## src/rtl/pulse_stretcher_pkg.sv

```systemverilog
package pulse_stretcher_pkg;

  typedef enum logic [1:0] {
    STATE_IDLE = 2'd0,
    STATE_ON   = 2'd1,
    STATE_GAP  = 2'd2
  } state_e;

  // Shared with the button debouncer so LED timing and input sampling rate agree.
  localparam int unsigned DEFAULT_PRESCALE  = 20000;
  localparam int unsigned DEFAULT_ON_TICKS  = 25;
  localparam int unsigned DEFAULT_GAP_TICKS = 10;
  localparam int unsigned DEFAULT_PEND_W    = 3;

endpackage

```

## src/rtl/pulse_stretcher_tick_prescaler.sv

```systemverilog
module tick_prescaler
  import pulse_stretcher_pkg::*;
#(
  parameter int unsigned PRESCALE = DEFAULT_PRESCALE
) (
  input  logic Clock,
  input  logic Reset,
  input  logic Clear,
  output logic Tick
);

  localparam int unsigned CW = (PRESCALE == 0) ? 1 : $clog2(PRESCALE + 1);
  localparam logic [CW-1:0] LAST = CW'(PRESCALE);

  logic [CW-1:0] cnt_q, cnt_d;

  always_comb begin
    Tick  = (cnt_q == LAST);
    cnt_d = cnt_q + CW'(1);
    if (Clear || Tick) begin
      cnt_d = '0;
    end
  end

  always_ff @(posedge Clock) begin
    if (Reset) begin
      cnt_q <= '0;
    end else begin
      cnt_q <= cnt_d;
    end
  end

endmodule

```

## src/rtl/pulse_stretcher.sv

```systemverilog
module pulse_stretcher
  import pulse_stretcher_pkg::*;
#(
  parameter int unsigned PRESCALE  = DEFAULT_PRESCALE,
  parameter int unsigned ON_TICKS  = DEFAULT_ON_TICKS,
  parameter int unsigned GAP_TICKS = DEFAULT_GAP_TICKS,
  parameter int unsigned PEND_W    = DEFAULT_PEND_W
) (
  input  logic              Clock,
  input  logic              Reset,
  input  logic              Pulse,
  output logic              Led,
  output logic              Busy,
  output logic [PEND_W-1:0] Pending,
  output logic              Overflow
);

  localparam int unsigned MAX_TICKS = (ON_TICKS > GAP_TICKS) ? ON_TICKS : GAP_TICKS;
  localparam int unsigned TCW       = $clog2(MAX_TICKS + 1);
  localparam logic [TCW-1:0] ON_LAST  = TCW'(ON_TICKS - 1);
  localparam logic [TCW-1:0] GAP_LAST = TCW'(GAP_TICKS - 1);

  state_e            state_q, state_d;
  logic              tick;
  logic              phase_clear;
  logic [TCW-1:0]    tick_cnt_q, tick_cnt_d;
  logic [PEND_W-1:0] pend_q, pend_d;
  logic              pend_inc, pend_dec;
  logic              led_q, led_d;
  logic              busy_q, busy_d;
  logic              ovf_q, ovf_d;

  // Restarting the prescaler on every state change makes each phase an exact
  // multiple of the tick period.
  assign phase_clear = (state_d != state_q);

  tick_prescaler #(
    .PRESCALE(PRESCALE)
  ) u_prescaler (
    .Clock(Clock),
    .Reset(Reset),
    .Clear(phase_clear),
    .Tick (tick)
  );

  always_ff @(posedge Clock) begin
    if (Reset) begin
      state_q    <= STATE_IDLE;
      tick_cnt_q <= '0;
      pend_q     <= '0;
      led_q      <= 1'b0;
      busy_q     <= 1'b0;
      ovf_q      <= 1'b0;
    end else begin
      state_q    <= state_d;
      tick_cnt_q <= tick_cnt_d;
      pend_q     <= pend_d;
      led_q      <= led_d;
      busy_q     <= busy_d;
      ovf_q      <= ovf_d;
    end
  end

  always_comb begin
    state_d = state_q;
    unique case (state_q)
      STATE_IDLE: if (Pulse) state_d = STATE_ON;
      STATE_ON:   if (tick && (tick_cnt_q == ON_LAST)) state_d = STATE_GAP;
      STATE_GAP: begin
        if (tick && (tick_cnt_q == GAP_LAST)) begin
          state_d = ((pend_q != '0) || Pulse) ? STATE_ON : STATE_IDLE;
        end
      end
      default:    state_d = STATE_IDLE;
    endcase
  end

  always_comb begin
    tick_cnt_d = tick_cnt_q;
    if (phase_clear || (state_q == STATE_IDLE)) begin
      tick_cnt_d = '0;
    end else if (tick) begin
      tick_cnt_d = tick_cnt_q + TCW'(1);
    end
  end

  // A queued event leaving on GAP->ON frees a slot, so a same-cycle arrival nets to zero.
  always_comb begin
    pend_inc = Pulse && (state_q != STATE_IDLE);
    pend_dec = (state_q == STATE_GAP) && (state_d == STATE_ON);
    pend_d   = pend_q;
    ovf_d    = 1'b0;
    if (pend_inc && !pend_dec) begin
      if (pend_q == '1) begin
        ovf_d = 1'b1;
      end else begin
        pend_d = pend_q + PEND_W'(1);
      end
    end else if (pend_dec && !pend_inc) begin
      pend_d = pend_q - PEND_W'(1);
    end
  end

  always_comb begin
    led_d  = (state_d == STATE_ON);
    busy_d = (state_d != STATE_IDLE);
  end

  assign Led      = led_q;
  assign Busy     = busy_q;
  assign Pending  = pend_q;
  assign Overflow = ovf_q;

endmodule
```

## config.mk

```make
export PLATFORM = sky130hd
export DESIGN_NAME = pulse_stretcher
export DESIGN_NICKNAME = d
export VERILOG_FILES = /design/src/rtl/pulse_stretcher_pkg.sv /design/src/rtl/pulse_stretcher_tick_prescaler.sv /design/src/rtl/pulse_stretcher.sv
export SDC_FILE = /design/constraint.sdc
export NUM_CORES = 1
export LEC_CHECK = 0
export CAP_MARGIN = 10
export CELL_PAD_IN_SITES_DETAIL_PLACEMENT = 1
export CELL_PAD_IN_SITES_GLOBAL_PLACEMENT = 1
export CORE_MARGIN = 3
export CORE_UTILIZATION = 35
export DETAILED_ROUTE_END_ITERATION = 10
export GPL_ROUTABILITY_DRIVEN = 0
export PLACE_DENSITY_LB_ADDON = 0.05
export SLEW_MARGIN = 15
export SYNTH_ARGS = -nofsm -noshare
export SYNTH_HDL_FRONTEND = slang
export SYNTH_HIERARCHICAL = 1
export SYNTH_SLANG_ARGS = --single-unit
```

## constraint.sdc

```tcl
create_clock -name Clock -period 6.2 [get_ports Clock]
set_input_delay 1.24 -clock Clock [delete_from_list [all_inputs] [get_ports Clock]]
set_output_delay 1.24 -clock Clock [all_outputs]
set_load 0.005 [all_outputs]
```

======== Yosys cells after proc, flatten, opt, wreduce, memory -nomap -nowiden ========
Cells that the tools add are included.
operators by class
  $add $sub $neg .......................... 4
  muxes and demuxes ....................... 9
  reductions and logical operators ........ 20
  bitwise operators ....................... 1
  equality and inequality tests ........... 9
operator list
  operator                                                                number
  15-bit by 1-bit adder with 15-bit output (second input constant)        1
  15-bit equality test (second input constant)                            1
  3-bit two-way mux                                                       3
  1-bit logical AND                                                       6
  2-bit two-way mux                                                       3
  2-bit case mux with 3 select lines                                      1
  2-bit nonzero test                                                      3
  2-bit OR reduction                                                      3
  5-bit by 1-bit adder with 5-bit output (second input constant)          1
  5-bit by 4-bit equality test with 1-bit output (second input constant)  1
  5-bit equality test (second input constant)                             1
  2-bit by 1-bit equality test with 1-bit output (second input constant)  2
  3-bit by 1-bit adder with 3-bit output (second input constant)          1
  3-bit equality test (second input constant)                             1
  1-bit logical OR                                                        3
  3-bit nonzero test                                                      1
  3-bit by 1-bit subtractor with 3-bit output (second input constant)     1
  2-bit equality test (second input constant)                             1
  1-bit zero test                                                         2
  2-bit zero test                                                         1
  1-bit two-way mux                                                       2
  2-bit != test                                                           1
  2-bit != test (second input constant)                                   1
  2-bit AND reduction                                                     1
  1-bit NOT                                                               1
word-level totals
  output and inout bits ................... 6
  bits of input ports ..................... 3
  register bits ........................... 28
  logic and storage cells ................. 50

======== Depth between registers and ports, before layout ========
Gate-level depths: netlist (run 1).
  depth after elaboration ................. 11
  gate-level depth with buffers ........... 14

======== Cells and area by module ========
Netlist (run 1), hierarchy kept.
modules (own cells, without submodules)
  module           seq. area each (um^2)  area each (um^2)  instances  cells an instance
  pulse_stretcher  260.2                  718.2             1          82
  tick_prescaler   300.3                  705.7             1          79

======== Worst setup path before layout (run 1) ========
OpenSTA, ideal clock, no wires.
  kind .................................... flip-flop to flip-flop
  start point ............................. register u_prescaler.cnt_q[7]
  end point ............................... register pend_q[2], in the netlist Pending[2]
  buffers on the path ..................... 2
  path slack .............................. 3229 ps
  data required time ...................... 6070 ps
  library setup time ...................... 130 ps
  period minus slack after synthesis ...... 2971 ps
  arrival ................................. 2842 ps
  cell stages (with the launch flop) ...... 14
  path through ............................ dfxtp_1 -> buf_6 -> or4_4 -> nor4_4 -> buf_4 -> nand3b_4 -> nor2_2 -> nor2_1 -> o21ai_0 -> fa_1 -> nand4_1 -> and4b_1 -> a311oi_1 -> o41ai_1
between the ends
  longest elaborated chain between the ends .. 10
  elaborated cells between the ends (all ways) .. 15
RTL lines
  item                                                                         RTL line                                      RTL
  start: declaration                                                           pulse_stretcher_tick_prescaler.sv:15          logic [CW-1:0] cnt_q, cnt_d;
  start signal: assignment                                                     pulse_stretcher_tick_prescaler.sv:29          cnt_q <= cnt_d;
  15-bit equality test *                                                       pulse_stretcher_tick_prescaler.sv:18          Tick = (cnt_q == LAST);
  named net tick                                                               pulse_stretcher.sv:24                         logic tick;
  1-bit logical AND, on equally long branches                                  pulse_stretcher.sv:70, pulse_stretcher.sv:68
  2-bit two-way mux, on equally long branches                                  pulse_stretcher.sv:70, pulse_stretcher.sv:68
  2-bit case mux with 3 select lines *                                         pulse_stretcher.sv:66                         unique case (state_q)
  2-bit by 1-bit equality test with 1-bit output *                             pulse_stretcher.sv:90                         pend_dec = (state_q == STATE_GAP) && (state_d == STATE_ON);
  1-bit logical AND *                                                          pulse_stretcher.sv:90
  1-bit zero test                                                              pulse_stretcher.sv:93                         if (pend_inc && !pend_dec) begin
  1-bit logical AND                                                            pulse_stretcher.sv:93
  2-bit != test (no source line) / 2-bit nonzero test (equally long branches)  -
  2-bit AND reduction (no source line)                                         -
  end signal: assignment                                                       pulse_stretcher.sv:57                         pend_q <= pend_d;
  end: declaration                                                             pulse_stretcher.sv:27                         logic [PEND_W-1:0] pend_q, pend_d;
Mark *: on every way through the listed nets, which the timed path passes. The rest lies on a longest branch.
A chain may end at the register's enable or synchronous reset.

======== Final worst setup path (run 1) ========
  start point ............................. register u_prescaler.cnt_q[8]
  end point ............................... register pend_q[2], in the netlist Pending[2]
Same word-level chain as after synthesis.

==> results of run 1 <==
layer usage:
metal | vias up | wire [um]
met5 | - | 0
met4 | 0 | 19
met3 | 2 | 76
met2 | 16 | 1300
met1 | 529 | 1470
li1 | 565 | -
logic make-up (layout without fill, tap and decap cells):
| kind of cell | count (synthesis) | count (layout) | share of synthesized area [%] |
|---|---|---|---|
| compound gates | 15 | 15 | 7.65 |
| mux | 3 | 3 | 2.11 |
| buf+inv | 16 | 21 | 5.80 |
| fa+ha+maj | 6 | 6 | 5.80 |
| flops | 28 | 28 | 39.4 |
| simple gates | 75 | 75 | 28.2 |
| xor+xnor | 18 | 18 | 11.1 |
power by group:
part / switching (mW) / internal [mW]
Sequential: 0.00782 / 0.185
Combinational: 0.0171 / 0.0169
Clock: 0.0580 / 0.0864
Total: 0.0830 / 0.288
through the flow:
stage / setup slack [ps] / hold slack [ps]
2_1_floorplan: 3230 / 441
3_3_place_gp: 2840 / 461
3_5_place_dp: 2660 / 504
4_1_cts: 2700 / 532
5_1_grt: 2510 / 563
6_report: 2740 / 515
cells in the final DEF, fill, tap and decap left out, types with 2 or more instances in the layout:
cell / n
a211oi_1: 2
a21oi_1: 2
and3_1: 2
clkbuf_8: 3
clkdlybuf4s50_1: 8
dfxtp_1: 28
ha_1: 5
inv_1: 9
mux2i_1: 3
nand2_1: 6
nand2b_1: 2
nand3_1: 7
nand4_1: 5
nor2_1: 31
nor3_1: 7
nor4_1: 6
o21ai_0: 4
xnor2_1: 13
xor2_1: 5
path summary, 6_finish.rpt:
| kind | start | end | slack [ps] | cells after the start |
|---|---|---|---|---|
| max reg2reg | u_prescaler/cnt_q[8]$_SDFF_PP0_ | Pending[2]$_SDFFE_PP0P_ | 2740 | 11 |
| min | u_prescaler/cnt_q[0]$_SDFF_PP0_ | u_prescaler/cnt_q[0]$_SDFF_PP0_ | 520 | 1 |
| max | u_prescaler/cnt_q[8]$_SDFF_PP0_ | Pending[2]$_SDFFE_PP0P_ | 2740 | 11 |
| min reg2reg | u_prescaler/cnt_q[0]$_SDFF_PP0_ | u_prescaler/cnt_q[0]$_SDFF_PP0_ | 520 | 1 |
sequential cells by signal, summed over array words and instances (netlist names):
| register | flops |
|---|---|
| Overflow | 1 |
| u_prescaler/cnt_q | 15 |
| Pending | 3 |
| state_q | 2 |
| tick_cnt_q | 5 |
| Led | 1 |
| Busy | 1 |
area by class of cell:
class | count | area (um2)
inverters | 9 | 33.8
multi-input cells | 117 | 781
clock buffers | 3 | 41.3
flip-flops and latches | 28 | 561
fillers | 454 | 2210
repair buffers | 8 | 80.1
well taps | 48 | 60.1
clock inverters | 1 | 30.0
==> flow_metrics.env, run 1 <==
export IMPL_status="complete, no violations"
export IMPL_dieArea_mm2=0.00487
export IMPL_power_density_mw_per_mm2=234
export IMPL_path_clk_slew_ps=100
export IMPL_max_stage_delay_ps=570
export IMPL_utilization_pct=41.8
export IMPL_synth_top_area_share_pct=39.4
export IMPL_first_iter_violations=70
export IMPL_firstDrtPassIters=4
export IMPL_ios=9
export IMPL_p_leak_nw=0.535
export IMPL_grt_pass1_wl_mm=5.15
export IMPL_post_route_period_util_pct=55.7
export IMPL_cts_resized=0
export IMPL_grtUsageTotal_pct=12.5
export IMPL_worstSkewPairLatency_ps=270
export IMPL_place_hpwl_mm=2.12
export IMPL_path_buf_inv=0
export IMPL_yosysUniqueCellTypes=37
export IMPL_drc=0
export IMPL_syn_num_nets=170
export IMPL_hold_class="register to register"
export IMPL_diodes=0
export IMPL_cts_htree_levels=1
export IMPL_tightest_slew_ps=563
export IMPL_hold_viol=0
export IMPL_fin_total_pwr_mw=0.371
export IMPL_use_met3_pct=2.61
export IMPL_cts_sinks=28
export IMPL_gr_total_overflow=0
export IMPL_antenna_found_initial=0
export IMPL_post_dp_cell_area_mm2=0.00152
export IMPL_yosysTopAreaCell="dfxtp_1"
export IMPL_synth_edf_count=0
export IMPL_clock_root_buffer="clkbuf_8"
export IMPL_cts_buffers=3
export IMPL_grt_max_degree=17
export IMPL_io_buffers=8
export IMPL_yosysMostFrequentCell="nor2_1"
export IMPL_wl_per_cell_um=13.4
export IMPL_grt_busiest_layer="met2"
export IMPL_yosys_warnings=6
export IMPL_critical_path_top_delay_family="simple AND/OR/NAND/NOR gates"
export IMPL_met1_usage_pct=18.2
export IMPL_synth_top_cells_by_count="nor2_1, dfxtp_1, xnor2_1"
export IMPL_ctsHoldBuffers=0
export IMPL_period_needed_ps=3460
export IMPL_synth_async_reset_ratio_pct=0
export IMPL_drv_cap=0
export IMPL_seq_area_frac_synth_pct=39.4
export IMPL_ant_nets=0
export IMPL_syn_to_final_growth_pct=11.4
export IMPL_cp_slowest_cell="nor4_4"
export IMPL_ys_top_cells_by_area="dfxtp_1, nor2_1, xnor2_1, ha_1, xor2_1"
export IMPL_core_mm2=0.00380
export IMPL_wl_mm=2.87
export IMPL_syn_avg_cell_area_um2=8.84
export IMPL_crit_type="register to register"
export IMPL_clockBufferDepth=2
export IMPL_ys_ff_latch=28
export IMPL_maxSlewHeadroom_pct=62.2
export IMPL_netlist_area_mm2=0.00142
export IMPL_worst_ep_required_time_ps=6350
export IMPL_cts_tree="done"
export IMPL_finalNonFillerCells=214
export IMPL_die_w_um=69.8
export IMPL_fp_row_count=22
export IMPL_start_util_pct=37.5
export IMPL_synthFlopType="dfxtp_1"
export IMPL_crit_fanout=7
export IMPL_via_count=1112
export IMPL_vias_per_cell=5.20
export IMPL_cp_end_kind="register"
export IMPL_drive_gt1_share_pct=5.42
export IMPL_syn_inst=161
export IMPL_irDropWorstVdd_mv=0.134
export IMPL_cp_arrival_ps=3610
export IMPL_die_h_um=69.8
export IMPL_fin_skew_ps=4.93
export IMPL_setup_viol=0
export IMPL_met2_usage_pct=19.2
export IMPL_postCtsSetupBuffers=0
export IMPL_num_nets_final=176
export IMPL_drv_slew=0
export IMPL_placed_cells=210
export IMPL_stdcell_area_mm2=0.00159
export IMPL_max_freq_mhz=289
export IMPL_grt_pass1_vias=1096
export IMPL_cp_start_kind="register"
export IMPL_rsz0062_at_grt="no"
export IMPL_path_cells="or4_4 > nor4_4 > nand3b_4 > nor2_2 > nor2_1 > o21ai_0 > fa_1 > nand4_1 > and4b_1 > a311oi_1 > o41ai_1"
export IMPL_final_setup_tns_ps=0
No activity file was read; power rests on OpenSTA's default activity.
==> run 2, diff against run 1 <==
Clock period 6.2 ns to 3.4 ns, I/O delays scaled along.
==> run 2 against run 1 <==
Critical endpoint unchanged; design area grew 1.4%; largest power group unchanged; clock-buffer cell count is the same; die area is the same; via count grew 2.4%; global-route usage grew 0.67 points; flip-flop and latch count is the same; register-to-register slack lost 2400 ps; combinational power grew 85%; core utilization grew 0.59 points; cell count grew 1.4%; power grew 82%; clock skew is essentially flat.
==> flow_metrics.env, run 2 (same netlist as run 1, synthesis figures left out) <==
export IMPL_wl_per_cell_um=13.9
export IMPL_grt_pass1_vias=1145
export IMPL_rsz0062_at_grt="no"
export IMPL_fin_skew_ps=5.09
export IMPL_drive_gt1_share_pct=7.10
export IMPL_maxSlewHeadroom_pct=66.1
export IMPL_place_hpwl_mm=2.26
export IMPL_cts_sinks=28
export IMPL_hold_class="register to register"
export IMPL_period_needed_ps=3050
export IMPL_worstSkewPairLatency_ps=270
export IMPL_min_path_cells=1
export IMPL_cts_resized=0
export IMPL_num_nets_final=179
export IMPL_status="complete, no violations"
export IMPL_crit_fanout=6
export IMPL_via_count=1139
export IMPL_syn_to_final_growth_pct=13.0
export IMPL_vias_per_cell=5.25
export IMPL_cp_slowest_cell="or4_4"
export IMPL_fp_row_count=22
export IMPL_ant_nets=0
export IMPL_post_route_period_util_pct=89.7
export IMPL_irDropWorstVdd_mv=0.148
export IMPL_first_iter_violations=31
export IMPL_ios=9
export IMPL_grt_pass1_wl_mm=5.34
export IMPL_cp_start_kind="register"
export IMPL_clockBufferDepth=2
export IMPL_wl_mm=3.02
export IMPL_drc=0
export IMPL_diodes=0
export IMPL_r2r_start="u_prescaler/cnt_q[8]$_SDFF_PP0_"
export IMPL_cp_end_kind="register"
export IMPL_hold_viol=0
export IMPL_cts_tree="done"
export IMPL_p_leak_nw=0.550
export IMPL_holdWs_ps=488
export IMPL_max_stage_delay_ps=550
export IMPL_grt_max_degree=17
export IMPL_hold_end="u_prescaler/cnt_q[0]$_SDFF_PP0_"
export IMPL_cts_htree_levels=1
export IMPL_die_w_um=69.8
export IMPL_ctsHoldBuffers=0
export IMPL_r2r_setup_slack_ps=350
export IMPL_hp_start="u_prescaler/cnt_q[0]$_SDFF_PP0_"
export IMPL_start_util_pct=37.5
export IMPL_regToRegEndpoint="Pending[2]$_SDFFE_PP0P_"
export IMPL_final_setup_tns_ps=0
export IMPL_grtUsageTotal_pct=13.2
export IMPL_antenna_found_initial=0
export IMPL_firstDrtPassIters=4
export IMPL_path_clk_slew_ps=100
export IMPL_setup_viol=0
export IMPL_drv_cap=0
export IMPL_cts_buffers=3
export IMPL_die_h_um=69.8
export IMPL_cp_arrival_ps=3200
export IMPL_power_density_mw_per_mm2=420
export IMPL_postCtsSetupBuffers=0
export IMPL_drv_slew=0
export IMPL_core_mm2=0.00380
export IMPL_largest_reg_flops=15
export IMPL_path_cells="or4_4 > nor4_4 > nand3b_4 > nor2_2 > nor2_1 > o21ai_0 > fa_1 > nand4_1 > and4b_1 > a311oi_1 > o41ai_1"
export IMPL_r2r_cells=11
export IMPL_dieArea_mm2=0.00487
export IMPL_largest_register="u_prescaler/cnt_q"
export IMPL_clock_root_buffer="clkbuf_8"
export IMPL_worst_ep_required_time_ps=3560
export IMPL_io_buffers=8
export IMPL_final_cell_mix="nor2_1, dfxtp_1, xnor2_1, inv_1, clkdlybuf4s50_1"
export IMPL_tightest_slew_ps=508
export IMPL_mostFrequentLayoutCell="nor2_1"
export IMPL_crit_type="register to register"
export IMPL_max_freq_mhz=328
export IMPL_gr_total_overflow=0
## run 2: cell types whose count changed in the layout (fill, tap and decap cells not counted)
cell	before	now
buf_4	0	3
## run 2: area by class of cell
class                   instances  area (um2)
well taps                      48        60.1
inverters                       9        33.8
flip-flops and latches         28         561
multi-input cells             117         781
fillers                       454        2190
repair buffers                 11         103
clock buffers                   3        41.3
clock inverters                 1        30.0
## run 2: how the worst max path moves through the flow
stage / startpoint / end / depth (start not counted)
6_report: u_prescaler/cnt_q[8]$_SDFF_PP0_ / Pending[2]$_SDFFE_PP0P_ / 11
5_1_grt: u_prescaler/cnt_q[8]$_SDFF_PP0_ / Pending[2]$_SDFFE_PP0P_ / 11
4_1_cts: u_prescaler/cnt_q[8]$_SDFF_PP0_ / Pending[2]$_SDFFE_PP0P_ / 11
3_5_place_dp: u_prescaler/cnt_q[8]$_SDFF_PP0_ / Pending[2]$_SDFFE_PP0P_ / 11
3_3_place_gp: u_prescaler/cnt_q[8]$_SDFF_PP0_ / Pending[2]$_SDFFE_PP0P_ / 11
2_1_floorplan: u_prescaler/cnt_q[7]$_SDFF_PP0_ / Pending[2]$_SDFFE_PP0P_ / 13
## run 2: per-stage QoR
step	setup WS [ps]	cell area, um2	total power [mW]	utilization (%)	std cells
after detailed placement	389	1540	0.423	40.5	213
final	352	1610	0.676	42.4	217
after CTS	355	1610	0.688	42.4	217
after global routing	39.3	1610	0.717	42.4	217
after floorplan	429	1420	0.397	-	161
after global placement	494	1540	0.420	40.5	213
## run 2: report_power, final
part / leakage (nW) / internal (mW) / switching [mW]
registers: 0.227 / 0.338 / 0.0138
clock network: 0.0357 / 0.158 / 0.104
logic: 0.288 / 0.0317 / 0.0311
total: 0.550 / 0.527 / 0.149
## run 2: metal layers
layer	part of all wire [%]	up-vias	track usage, %
li1	-	570	-
met1	50	556	18.3
met2	47	9	20.5
met3	2.0	4	2.17
met4	1.3	0	5.11
met5	0	-	0
## run 2: critical path, delay by kind of cell (launching register included)
family          cells  cell delay [ps]
flops               1              380
compound gates      3              640
fa+ha+maj           1              280
simple gates        7             1630
